**src/rtl/multicycle_controller_if.sv**
```systemverilog
// Memory handshake bundle between the multicycle controller and its
// instruction/data memories.
//   imem_req   : instruction fetch request (controller -> memory)
//   imem_ready : instruction fetch accept/complete strobe (memory -> controller)
//   dmem_read  : data load request (controller -> memory)
//   dmem_write : data store request (controller -> memory)
//   dmem_ready : data access accept/complete strobe (memory -> controller)
interface multicycle_controller_if;
    logic imem_req;
    logic imem_ready;
    logic dmem_read;
    logic dmem_write;
    logic dmem_ready;

    modport master (
        output imem_req,
        output dmem_read,
        output dmem_write,
        input  imem_ready,
        input  dmem_ready
    );

    modport slave (
        input  imem_req,
        input  dmem_read,
        input  dmem_write,
        output imem_ready,
        output dmem_ready
    );
endinterface

```
**src/rtl/multicycle_controller.sv**
```systemverilog
// Multicycle RV-subset control FSM: fetch, decode, execute, memory and
// write-back sequencing with memory wait timeout and retired-instruction count.
//   clk           : clock, rising edge
//   reset         : asynchronous active-low reset
//   run           : permits instruction sequencing (sampled in IDLE and at retire)
//   opcode        : instruction[6:0], sampled in DECODE
//   branch_cond   : branch taken flag, used in EXEC of a branch
//   mem           : memory handshake (master side)
//   ir_write      : instruction register load strobe
//   pc_write/src  : PC update strobe / select (0 = PC+4, 1 = branch target)
//   reg_write, alu_src, mem_to_reg, alu_op : datapath controls
//   illegal_instr : pulses in DECODE for an unknown opcode
//   timeout       : held in HALT after a memory wait timeout
//   state         : current FSM state encoding
//   instr_count   : retired instruction count (wraps)
// Strobes are decoded from the registered state (and the ready strobes), so
// they go to 0 as soon as reset forces the state to IDLE.
module multicycle_controller #(
    parameter int unsigned MEM_TIMEOUT = 15
) (
    input  logic                    clk,
    input  logic                    reset,
    input  logic                    run,
    input  logic [6:0]              opcode,
    input  logic                    branch_cond,
    multicycle_controller_if.master mem,
    output logic                    ir_write,
    output logic                    pc_write,
    output logic                    pc_src,
    output logic                    reg_write,
    output logic                    alu_src,
    output logic                    mem_to_reg,
    output logic [1:0]              alu_op,
    output logic                    illegal_instr,
    output logic                    timeout,
    output logic [2:0]              state,
    output logic [31:0]             instr_count
);

    localparam int unsigned WAIT_W = $clog2(MEM_TIMEOUT + 1);

    localparam logic [6:0] OP_R      = 7'b0110011;
    localparam logic [6:0] OP_I      = 7'b0010011;
    localparam logic [6:0] OP_LOAD   = 7'b0000011;
    localparam logic [6:0] OP_STORE  = 7'b0100011;
    localparam logic [6:0] OP_BRANCH = 7'b1100011;

    localparam logic [1:0] ALU_LDST   = 2'b00;
    localparam logic [1:0] ALU_BRANCH = 2'b01;
    localparam logic [1:0] ALU_RI     = 2'b10;

    typedef enum logic [2:0] {
        S_IDLE   = 3'd0,
        S_FETCH  = 3'd1,
        S_DECODE = 3'd2,
        S_EXEC   = 3'd3,
        S_MEM    = 3'd4,
        S_WB     = 3'd5,
        S_HALT   = 3'd6
    } state_e;

    typedef enum logic [2:0] {
        C_R, C_I, C_LOAD, C_STORE, C_BRANCH, C_ILL
    } cls_e;

    state_e            state_q, state_n, retire_state;
    cls_e              cls_q, cls_n;
    logic [WAIT_W-1:0] wait_q, wait_n;
    logic              armed_q;
    logic              retire;
    logic              at_limit;
    logic              imem_req_c, dmem_read_c, dmem_write_c;

    function automatic cls_e classify(input logic [6:0] op);
        case (op)
            OP_R:      classify = C_R;
            OP_I:      classify = C_I;
            OP_LOAD:   classify = C_LOAD;
            OP_STORE:  classify = C_STORE;
            OP_BRANCH: classify = C_BRANCH;
            default:   classify = C_ILL;
        endcase
    endfunction

    assign state          = state_q;
    assign mem.imem_req   = imem_req_c;
    assign mem.dmem_read  = dmem_read_c;
    assign mem.dmem_write = dmem_write_c;

    // Last permitted wait cycle: staying un-ready here means the counter hits MEM_TIMEOUT.
    assign at_limit = (wait_q == WAIT_W'(MEM_TIMEOUT - 1));

    // State, decoded class, wait counter, retire counter and post-reset arming.
    always_ff @(posedge clk or negedge reset) begin
        if (!reset) begin
            state_q     <= S_IDLE;
            cls_q       <= C_ILL;
            wait_q      <= '0;
            instr_count <= '0;
            armed_q     <= 1'b0;
        end else begin
            state_q <= state_n;
            cls_q   <= cls_n;
            wait_q  <= wait_n;
            armed_q <= 1'b1;
            if (retire) begin
                instr_count <= instr_count + 32'd1;
            end
        end
    end

    // Next-state and strobe decode.
    always_comb begin
        state_n       = state_q;
        cls_n         = cls_q;
        wait_n        = wait_q;
        retire        = 1'b0;
        retire_state  = run ? S_FETCH : S_IDLE;
        imem_req_c    = 1'b0;
        dmem_read_c   = 1'b0;
        dmem_write_c  = 1'b0;
        ir_write      = 1'b0;
        pc_write      = 1'b0;
        pc_src        = 1'b0;
        reg_write     = 1'b0;
        alu_src       = 1'b0;
        mem_to_reg    = 1'b0;
        alu_op        = 2'b00;
        illegal_instr = 1'b0;
        timeout       = 1'b0;

        case (state_q)
            S_IDLE: begin
                // armed_q keeps the first edge after reset release in IDLE.
                if (armed_q && run) begin
                    state_n = S_FETCH;
                end
            end
            S_FETCH: begin
                imem_req_c = 1'b1;
                if (mem.imem_ready) begin
                    ir_write = 1'b1;
                    state_n  = S_DECODE;
                end else if (at_limit) begin
                    state_n = S_HALT;
                end
            end
            S_DECODE: begin
                cls_n = classify(opcode);
                if (cls_n == C_ILL) begin
                    illegal_instr = 1'b1;
                    pc_write      = 1'b1;
                    retire        = 1'b1;
                    state_n       = retire_state;
                end else begin
                    state_n = S_EXEC;
                end
            end
            S_EXEC: begin
                case (cls_q)
                    C_R: begin
                        alu_op  = ALU_RI;
                        state_n = S_WB;
                    end
                    C_I: begin
                        alu_op  = ALU_RI;
                        alu_src = 1'b1;
                        state_n = S_WB;
                    end
                    C_LOAD, C_STORE: begin
                        alu_op  = ALU_LDST;
                        alu_src = 1'b1;
                        state_n = S_MEM;
                    end
                    C_BRANCH: begin
                        alu_op   = ALU_BRANCH;
                        pc_write = 1'b1;
                        pc_src   = branch_cond;
                        retire   = 1'b1;
                        state_n  = retire_state;
                    end
                    default: state_n = S_IDLE;
                endcase
            end
            S_MEM: begin
                alu_op       = ALU_LDST;
                alu_src      = 1'b1;
                dmem_read_c  = (cls_q == C_LOAD);
                dmem_write_c = (cls_q == C_STORE);
                if (mem.dmem_ready) begin
                    if (cls_q == C_LOAD) begin
                        state_n = S_WB;
                    end else begin
                        pc_write = 1'b1;
                        retire   = 1'b1;
                        state_n  = retire_state;
                    end
                end else if (at_limit) begin
                    state_n = S_HALT;
                end
            end
            S_WB: begin
                reg_write  = 1'b1;
                pc_write   = 1'b1;
                mem_to_reg = (cls_q == C_LOAD);
                retire     = 1'b1;
                state_n    = retire_state;
            end
            S_HALT: begin
                timeout = 1'b1;
            end
            default: state_n = S_IDLE;
        endcase

        // Any state change restarts the count; staying in FETCH/MEM means ready was 0.
        if (state_n != state_q) begin
            wait_n = '0;
        end else if (state_q == S_FETCH || state_q == S_MEM) begin
            wait_n = wait_q + WAIT_W'(1);
        end
    end

endmodule

```
**src/flat_wrapper.sv**
```systemverilog
// flat-port wrapper written by rule: the top's interface ports become plain ports
module multicycle_controller_flat 
#(
    parameter int unsigned MEM_TIMEOUT = 15
)
  (clk, reset, run, opcode, branch_cond, ir_write, pc_write, pc_src, reg_write, alu_src, mem_to_reg, alu_op, illegal_instr, timeout, state, instr_count, mem_imem_req, mem_dmem_read, mem_dmem_write, mem_imem_ready, mem_dmem_ready);
  multicycle_controller_if mem_i ();
  input  logic clk;
  input  logic reset;
  input  logic run;
  input  logic [6:0] opcode;
  input  logic branch_cond;
  output logic ir_write;
  output logic pc_write;
  output logic pc_src;
  output logic reg_write;
  output logic alu_src;
  output logic mem_to_reg;
  output logic [1:0] alu_op;
  output logic illegal_instr;
  output logic timeout;
  output logic [2:0] state;
  output logic [31:0] instr_count;
  output wire logic [$bits(mem_i.imem_req)-1:0] mem_imem_req;
  output wire logic [$bits(mem_i.dmem_read)-1:0] mem_dmem_read;
  output wire logic [$bits(mem_i.dmem_write)-1:0] mem_dmem_write;
  input wire logic [$bits(mem_i.imem_ready)-1:0] mem_imem_ready;
  input wire logic [$bits(mem_i.dmem_ready)-1:0] mem_dmem_ready;
  assign mem_imem_req = mem_i.imem_req;
  assign mem_dmem_read = mem_i.dmem_read;
  assign mem_dmem_write = mem_i.dmem_write;
  assign mem_i.imem_ready = mem_imem_ready;
  assign mem_i.dmem_ready = mem_dmem_ready;
  multicycle_controller #(.MEM_TIMEOUT(MEM_TIMEOUT)) u_core (.clk(clk), .reset(reset), .run(run), .opcode(opcode), .branch_cond(branch_cond), .mem(mem_i), .ir_write(ir_write), .pc_write(pc_write), .pc_src(pc_src), .reg_write(reg_write), .alu_src(alu_src), .mem_to_reg(mem_to_reg), .alu_op(alu_op), .illegal_instr(illegal_instr), .timeout(timeout), .state(state), .instr_count(instr_count));
endmodule
```
**config.mk**
```make
export PLATFORM = sky130hd
export DESIGN_NAME = multicycle_controller_flat
export DESIGN_NICKNAME = d
export VERILOG_FILES = /design/src/rtl/multicycle_controller_if.sv /design/src/rtl/multicycle_controller.sv /design/src/flat_wrapper.sv
export SDC_FILE = /design/constraint.sdc
export NUM_CORES = 1
export LEC_CHECK = 0
export CORE_UTILIZATION = 52
export DETAILED_ROUTE_END_ITERATION = 16
export MAX_ROUTING_LAYER = met4
export PLACE_DENSITY = 0.93
export SETUP_SLACK_MARGIN = 0.05
export SLEW_MARGIN = 10
export SYNTH_ARGS = -nofsm -noshare
export SYNTH_HDL_FRONTEND = slang
export SYNTH_SLANG_ARGS = --single-unit
```
**constraint.sdc**
```tcl
create_clock -name clk -period 5.56 [get_ports clk]
set_input_delay 1.668 -clock clk [delete_from_list [all_inputs] [get_ports clk]]
set_output_delay 1.668 -clock clk [all_outputs]
set_load 0.01 [all_outputs]
```
Word-level counts from Yosys, hierarchy flattened
Cells that the tools add are included.

Reductions and logical operators: 8. Eq/ne operators: 18. Add/subtract/negate cells: 2. Muxes and demuxes: 33.

Operator list (number): 32-bit by 1-bit adder with 32-bit output, second input constant (1); 3-bit two-way mux (7); 3-bit one-hot mux with 7 select lines (1); 1-bit two-way mux (17); 3-bit == test, second input constant (5); 3-bit one-hot mux with 5 select lines (1); 7-bit by 6-bit == test with 1-bit output, second input constant (2); 3-bit by 2-bit == test with 1-bit output, second input constant (4); 3-bit one-hot mux with 3 select lines (1); 4-bit two-way mux (2); 7-bit by 2-bit == test with 1-bit output, second input constant (1); 7-bit by 5-bit == test with 1-bit output, second input constant (1); 7-bit == test, second input constant (1); 3-bit by 1-bit == test with 1-bit output, second input constant (2); 3-bit zero test (2); 4-bit by 1-bit adder with 4-bit output, second input constant (1); 4-bit == test, second input constant (1); 1-bit one-hot mux with 4 select lines (1); 2-bit one-hot mux with 2 select lines (1); 2-bit OR reduction (2); 3-bit inequality test (1); 3-bit OR reduction (1); 2-bit two-way mux (1); 1-bit one-hot mux with 2 select lines (1); 3 further kinds (3).

Register bits after elaboration: 43. Input bits: 13. Word-level logic and storage cells: 66. Output and inout port bits: 48.

Logic depth before layout (Yosys ltp)
Gate-level depths: netlist of run 1.

Word-level depth: 8. Gate-level depth with buffers: 8. Mapped depth without buffers: 7.

Least setup slack after synthesis of run 1
No wires, ideal clock.

Path type: input port to output port. From: in opcode[2]. To: out pc_write. Arrival: 2609 ps. Path buffers: 1. Required time: 3892 ps. Stages: 5. Path slack: 1283 ps. Path through: nand4bb_1 > a21oi_1 > o211a_4 > inv_2 > buf_2.

Word-level cells in the longest chain between the ends: 6. Elaborated cells between the ends (all ways): 10. Those cells by class: eq/ne: 6; mux: 4.

RTL lines: start: declaration (line flat_wrapper.sv:11) `input logic [6:0] opcode;`; 7-bit == test (tied with other cells) (line multicycle_controller.sv:75) `case (op)`; 3-bit one-hot mux with 5 select lines (*) (line multicycle_controller.sv:75); 3-bit two-way mux (*) (line multicycle_controller.sv:132) `case (state_q)`; 3-bit == test (*) (line multicycle_controller.sv:150) `if (cls_n == C_ILL) begin`; 1-bit two-way mux (*) (line multicycle_controller.sv:150); 1-bit one-hot mux with 4 select lines (*) (line multicycle_controller.sv:132); end: declaration (line flat_wrapper.sv:14) `output logic pc_write;`.

Mark *: on every way between the ends. The rest lies on a longest branch, timed or not. The select of a mux whose other input is x is not followed.

Final worst setup path of run 1
Ends and elaborated chain as after synthesis.

==> impl_metrics.sql, run 1 <==
INSERT INTO impl_metrics (metric_group, metric, value, unit) VALUES
('status', 'status', 'finished clean', ''),
('synth', 'yosysWarnings', '0', ''),
('finish', 'finish.net_count', '309', ''),
('setup_path', 'worstReg2RegStart', 'u_core.state[2]', ''),
('timing', 'min_tclk_post_route', '5240', 'ps'),
('clocking', 'numClockSinks', '43', ''),
('finish', 'num-fill-cells', '317', ''),
('placed_design', 'routabilityCongestion', '0.782', ''),
('clocking', 'cts_buffers', '5', ''),
('finish', 'antenna-diode-count', '0', ''),
('pwr', 'switching_share', '34.6', '%'),
('drt', 'drt_first_pass_iters', '4', ''),
('placed_design', 'post-dp-hpwl', '3860', 'um'),
('finish', 'final_design_instance_area_without_fill', '0.00306', 'mm2'),
('floorplanning', 'core_area', '0.00414', 'mm2'),
('drt', 'postRouteWirelength', '5300', 'um'),
('hold_path', 'hp-class', 'flop to flop', ''),
('global_route', 'grt_overflow', '0', ''),
('global_route', 'antenna_found_initial', '0', ''),
('timing', 'hold_slack', '497', 'ps'),
('drt', 'antenna_left', '0', ''),
('clocking', 'post_cts.repair.setup_buffers', '0', ''),
('floorplanning', 'floorplan.die_area', '0.00475', 'mm2'),
('setup_path', 'cp_data_required_time', '3890', 'ps'),
('clocking', 'cts_root_buf', 'clkbuf_8', ''),
('timing', 'final-max-slew-violation-count', '0', ''),
('pwr', 'ir_drop', '0.205', 'mV'),
('pwr', 'sequentialPowerShare', '42.7', '%'),
('finish', 'area_of_combinational_cells_with_multiple_inputs', '0.00116', 'mm2'),
('finish', 'area.sequential', '0.00108', 'mm2'),
('synth', 'synth.top_cells.by_area', 'dfrtp_1 44%, xnor2_1 8.7%, nand4_1 5.1%', ''),
('drt', 'detail_route.iter0.violations', '154', ''),
('timing', 'hold_violations', '0', ''),
('setup_path', 'worst_path_fanout_max', '13', ''),
('pwr', 'share_of_total_power_in_the_clock_network', '24.7', '%'),
('setup_path', 'critical_path.most_common_cell', 'clkdlybuf4s50_1', ''),
('setup_path', 'regToRegSetupSlack', '3320', 'ps'),
('placed_design', 'dpl_cell_area', '0.00294', 'mm2'),
('timing', 'tightest_slew', '931', 'ps'),
('pwr', 'netSwitchingPower', '351', 'uW'),
('clocking', 'ctsHtreeMaxLevel', '2', ''),
('timing', 'max-slew-margin-rel', '37.9', '%'),
('placed_design', 'portBuffers', '60', ''),
('global_route', 'number_of_global_route_vias_before_repair', '1984', ''),
('floorplanning', 'die_width', '68.9', 'um'),
('synth', 'synth_top_area_share', '44.1', '%'),
('clocking', 'cts.path.max_buffers', '2', ''),
('setup_path', 'worstPathCellList', 'clkdlybuf4s50_1, nand4bb_1, a21oi_1, o211a_4, inv_2, clkdlybuf4s50_1', ''),
('timing', 'max_clock_skew', '7.66', 'ps'),
('finish', 'finalCoreUtilization', '73.8', '%'),
('synth', 'ys.flop_type', 'dfrtp_1', ''),
('floorplanning', 'num_io_pins', '61', ''),
('setup_path', 'worst_setup_path_end_kind', 'output port', ''),
('clocking', 'cts.reportedPaths.clkPinSlew', '80', 'ps'),
('global_route', 'grt_start_max_net_pins', '44', ''),
('pwr', 'internal_power', '665', 'uW'),
('timing', 'final.setup.tns', '0', 'ps'),
('synth', 'syn_avg_cell_area', '9.99', 'um2'),
('setup_path', 'crit_path_top_delay_cell', 'clkdlybuf4s50_1', ''),
('synth', 'syn_nets', '249', ''),
('finish', 'final_layout_size_suffix_gt1_share', '8.16', '%'),
('clocking', 'ctsResizeCount', '0', ''),
('drt', 'via_count', '1983', ''),
('setup_path', 'cp_slowest_stage_delay', '480', 'ps'),
('flow_run', 'max_cap_violations', '0', ''),
('drt', 'detail_route.drc_violations', '0', ''),
('floorplanning', 'fp.dieH', '68.9', 'um'),
('timing', 'timing.final.crit_share', '94.3', '%'),
('finish', 'areaGrowthSynthToFinish', '31.4', '%'),
('hold_path', 'holdPathEnd', 'u_core.instr_count[31]', ''),
('global_route', 'grt_usage', '26.2', '%');
[layer usage]
metal / global-route usage [%] / vias to the layer above / wire, um
li1: - / 937 / -
met1: 31.2 / 965 / 2330
met2: 42.5 / 69 / 2590
met3: 6.41 / 12 / 275
met4: 10.7 / 0 / 101
met5: - / - / 0
[metrics by stage]
step           worst slack [ps]  std cells
2_1_floorplan              1280        233
3_3_place_gp                382        336
3_5_place_dp                321        336
4_1_cts                     316        344
5_1_grt                     202        344
6_report                    319        344
[registers in the layout (all words and copies together), names as in the netlist]
signal / count
u_core.instr_count: 32
u_core.armed_q: 1
u_core.wait_q: 4
u_core.state: 3
u_core.cls_q: 3
[cell type report]
cell class / instances / share of cell area, %
Clock buffer: 6 / 2.70
Sequential cell: 43 / 35.3
Multi-Input combinational cell: 172 / 37.9
Timing Repair Buffer: 61 / 19.7
Clock inverter: 2 / 1.15
Inverter: 10 / 1.23
Tap cell: 50 / 2.04
[kinds of logic after synthesis]
logic type | Yosys count | synth area share (%)
AO/OA/AOI/OAI | 22 | 6.45
XOR/XNOR | 36 | 13.5
adder cells (fa/ha/maj) | 3 | 1.61
buffers and inverters | 18 | 3.87
flip-flops | 43 | 46.3
other | 1 | 0.161
AND/OR/NAND/NOR | 110 | 28.0
[critical path: cells and delay by family]
kind                   cells  cell delay [ps]
buffers and inverters      3              940
AOI/OAI and AO/OA          2              670
and+or+nand+nor            1              280
[power by group through the flow]
stage,registers [mW],clock network [mW],logic [mW]
2_1_floorplan,0.421,0,0.210
3_3_place_gp,0.433,0,0.320
3_5_place_dp,0.437,0,0.332
4_1_cts,0.431,0.255,0.334
5_1_grt,0.442,0.267,0.371
6_report,0.433,0.251,0.332
[worst max-delay path by stage]
stage	startpoint	endpoint	depth (start not counted)
after global routing	opcode[2]	pc_write	6
after global placement	opcode[2]	pc_write	6
final	opcode[2]	pc_write	6
after floorplan	opcode[2]	pc_write	5
after CTS	opcode[2]	pc_write	6
after detailed placement	opcode[2]	pc_write	6
[placed cells by master (no fill, tap or decap), types with 6 or more instances in the layout]
| cell type | n |
|---|---|
| clkdlybuf4s50_1 | 59 |
| dfrtp_1 | 41 |
| xnor2_1 | 23 |
| nand2_1 | 21 |
| nand4_1 | 19 |
| nor2_1 | 13 |
| xor2_1 | 13 |
| inv_1 | 9 |
| nand3_1 | 9 |
| nor3_1 | 9 |
| o21ai_0 | 8 |
| and3_1 | 7 |
| clkbuf_8 | 6 |
No activity file was read; power rests on OpenSTA's default activity.
==> run 2, diff against run 1 <==
Settings changed: CORE_MARGIN from default to 5, GPL_TIMING_DRIVEN from default to 0.
Clock period 5.56 ns to 6.4 ns, I/O delays scaled along.
==> run 2 against run 1 <==
Against the previous run:
- cell area up 1.6%
- critical path depth rose by 1
- non-clock buffer count is 8 higher
- register-to-register slack improved by 910 ps
- worst setup slack better by 210 ps
- via count up 0.35%
- wire length rose by 2.8%
- clock power shrank 26%
- power shrank 15%
- combinational power shrank 3%
- sequential cell count did not move
- final cell count grew 2.9%
- largest cell class unchanged
==> impl_metrics.sql, run 2 (synthesis gave the netlist of run 1 again) <==
INSERT INTO impl_metrics (metric_group, metric, value, unit) VALUES
('clocking', 'skew_pair_late_insertion_delay', '290', 'ps'),
('hold_path', 'holdPathStages', '1', ''),
('timing', 'final.setup.tns', '0', 'ps'),
('timing', 'min_tclk_post_route', '5870', 'ps'),
('timing', 'final-setup-viol-count', '0', ''),
('global_route', 'grt_start_max_net_pins', '33', ''),
('setup_path', 'cp.arrival', '3950', 'ps'),
('finish', 'final_layout_size_suffix_gt1_share', '9.60', '%'),
('placed_design', 'dp.cells', '346', ''),
('setup_path', 'path_buf_inv', '4', ''),
('global_route', 'grt_overflow', '0', ''),
('finish', 'largestRegisters', 'u_core.instr_count: 32 flops, u_core.wait_q: 4 flops', ''),
('finish', 'mostFrequentLayoutCells', '59 x clkdlybuf4s50_1, 41 x dfrtp_1, 23 x xnor2_1', ''),
('timing', 'hold_slack', '476', 'ps'),
('setup_path', 'criticalPathCategory', 'input pin to output port', ''),
('pwr', 'power_density', '279', 'mW/mm2'),
('global_route', 'grt_usage', '19.2', '%'),
('setup_path', 'critical_path.startpoint', 'opcode[3]', ''),
('timing', 'max-slew-margin-rel', '37.2', '%'),
('drt', 'viasPerCell', '5.62', ''),
('floorplanning', 'fp-row-count', '24', ''),
('global_route', 'number_of_global_route_vias_before_repair', '2016', ''),
('flow_run', 'max_cap_violations', '0', ''),
('clocking', 'cts_root_buf', 'clkbuf_8', ''),
('setup_path', 'crit-reg2reg-capture', 'u_core.instr_count[30]', ''),
('global_route', 'grt_pass1_wl', '9290', 'um'),
('setup_path', 'cp_slowest_stage_delay', '500', 'ps'),
('clocking', 'numClockSinks', '43', ''),
('placed_design', 'dp_slack', '546', 'ps'),
('pwr', 'ir_drop', '0.174', 'mV'),
('drt', 'detail_route.drc_violations', '0', ''),
('finish', 'largest_register_ffs', '32', ''),
('setup_path', 'regToRegSetupSlack', '4230', 'ps'),
('finish', 'largest_register', 'u_core.instr_count', ''),
('clocking', 'ctsHtreeMaxLevel', '2', ''),
('drt', 'postRouteWirelength', '5450', 'um'),
('clocking', 'tritoncts', 'yes', ''),
('timing', 'hold_violations', '0', ''),
('finish', 'finish.net_count', '317', ''),
('pwr', 'netSwitchingPower', '304', 'uW'),
('pwr', 'sequentialPowerShare', '41.6', '%'),
('timing', 'timing.final.crit_share', '91.7', '%'),
('timing', 'final-max-slew-violation-count', '0', ''),
('finish', 'finalCoreUtilization', '71.4', '%'),
('clocking', 'cts_buffers', '5', ''),
('finish', 'antenna-diode-count', '0', ''),
('clocking', 'post_cts.repair.setup_buffers', '0', ''),
('timing', 'max_clock_skew', '6.69', 'ps'),
('setup_path', 'crit_path_top_delay_cell', 'clkdlybuf4s50_1', ''),
('setup_path', 'crit_family', 'buffers and inverters', ''),
('clocking', 'cts.path.max_buffers', '2', ''),
('setup_path', 'critical_path.most_common_cell', 'clkdlybuf4s50_1', ''),
('setup_path', 'cell_depth_of_the_worst_flop_to_flop_path', '6', ''),
('setup_path', 'cp_data_required_time', '4480', 'ps'),
('pwr', 'cellLeakagePower', '1.26', 'nW'),
('finish', 'areaGrowthSynthToFinish', '33.5', '%'),
('finish', 'leading_cell_type_in_the_layout_fill_and_taps_excluded', 'clkdlybuf4s50_1', ''),
('drt', 'antenna_left', '0', ''),
('floorplanning', 'num_io_pins', '61', ''),
('pwr', 'internal_power', '564', 'uW'),
('hold_path', 'min-delay-start', 'u_core.instr_count[31]', ''),
('drt', 'detail_route.iter0.violations', '125', ''),
('timing', 'tightest_slew', '934', 'ps'),
('hold_path', 'holdPathEnd', 'u_core.instr_count[31]', ''),
('global_route', 'antenna_found_initial', '0', ''),
('setup_path', 'worst_path_fanout_max', '10', ''),
('setup_path', 'critPathLaunchType', 'input pin', ''),
('clocking', 'cts.reportedPaths.clkPinSlew', '80', 'ps'),
('floorplanning', 'floorplan.die_area', '0.00592', 'mm2'),
('placed_design', 'routabilityCongestion', '0.900', ''),
('clocking', 'ctsResizeCount', '0', ''),
('setup_path', 'worstReg2RegStart', 'u_core.instr_count[0]', ''),
('placed_design', 'post-dp-hpwl', '4090', 'um'),
('floorplanning', 'initial_utilization', '53.5', '%'),
('timing', 'achievable-frequency', '0.170', 'GHz'),
('clocking', 'cts_hold_buf', '0', ''),
('status', 'status', 'finished clean', ''),
('hold_path', 'hp-class', 'flop to flop', ''),
('floorplanning', 'core_area', '0.00435', 'mm2'),
('floorplanning', 'die_width', '76.9', 'um'),
('floorplanning', 'fp.dieH', '76.9', 'um'),
('drt', 'drt_first_pass_iters', '4', ''),
('timing', 'grt_setup_unrepaired', 'false', ''),
('placed_design', 'portBuffers', '60', ''),
('pwr', 'share_of_total_power_in_the_clock_network', '21.4', '%'),
('setup_path', 'worst_setup_path_end_kind', 'output port', ''),
('drt', 'detail_route.wl_per_cell', '15.4', 'um'),
('timing', 'final.setup.worst_slack', '534', 'ps'),
('pwr', 'share_comb_of_total_power', '37.0', '%'),
('finish', 'finish.cell_count_without_fillers', '354', ''),
('pwr', 'switching_share', '35.1', '%'),
('setup_path', 'worstPathCellList', 'clkdlybuf4s50_1, nand4bb_1, a21oi_1, o211a_4, inv_2, buf_2, clkdlybuf4s50_1', ''),
('drt', 'via_count', '1990', '');
[run 2: power by group through the flow]
stage	clock network [mW]	logic, mW	registers, mW
CTS	0.190	0.323	0.361
global placement	0	0.311	0.363
global route	0.202	0.350	0.368
floorplan	0	0.183	0.366
detailed placement	0	0.320	0.366
finish	0.186	0.321	0.361
[run 2: area by class of cell]
cell class / instances / area [um2]
buffer: 8 / 52.6
clock buffer: 8 / 100
fill: 334 / 1240
inverter: 10 / 37.5
multi-input combinational: 172 / 1160
sequential: 43 / 1080
tap: 52 / 65.1
timing repair buffer: 61 / 616
[run 2: per-stage QoR]
step	instance area [um2]	power, mW
finish	3110	0.868
global route	3110	0.920
CTS	3110	0.873
detailed placement	3010	0.686
global placement	2990	0.674
floorplan	2330	0.549
[run 2: layer usage]
layer	vias up	part of all wire, %	global-route usage [%]
met3	9	5.5	3.86
li1	953	-	-
met2	69	49	31.6
met1	959	44	24.2
met4	0	1.4	5.24
met5	-	0	-
[run 2: worst max-delay path by stage]
| stage | endpoint | depth (start not counted) |
|---|---|---|
| detailed placement | pc_write | 7 |
| global route | pc_write | 7 |
| floorplan | pc_write | 5 |
| global placement | pc_write | 7 |
| finish | pc_write | 7 |
| CTS | pc_write | 7 |
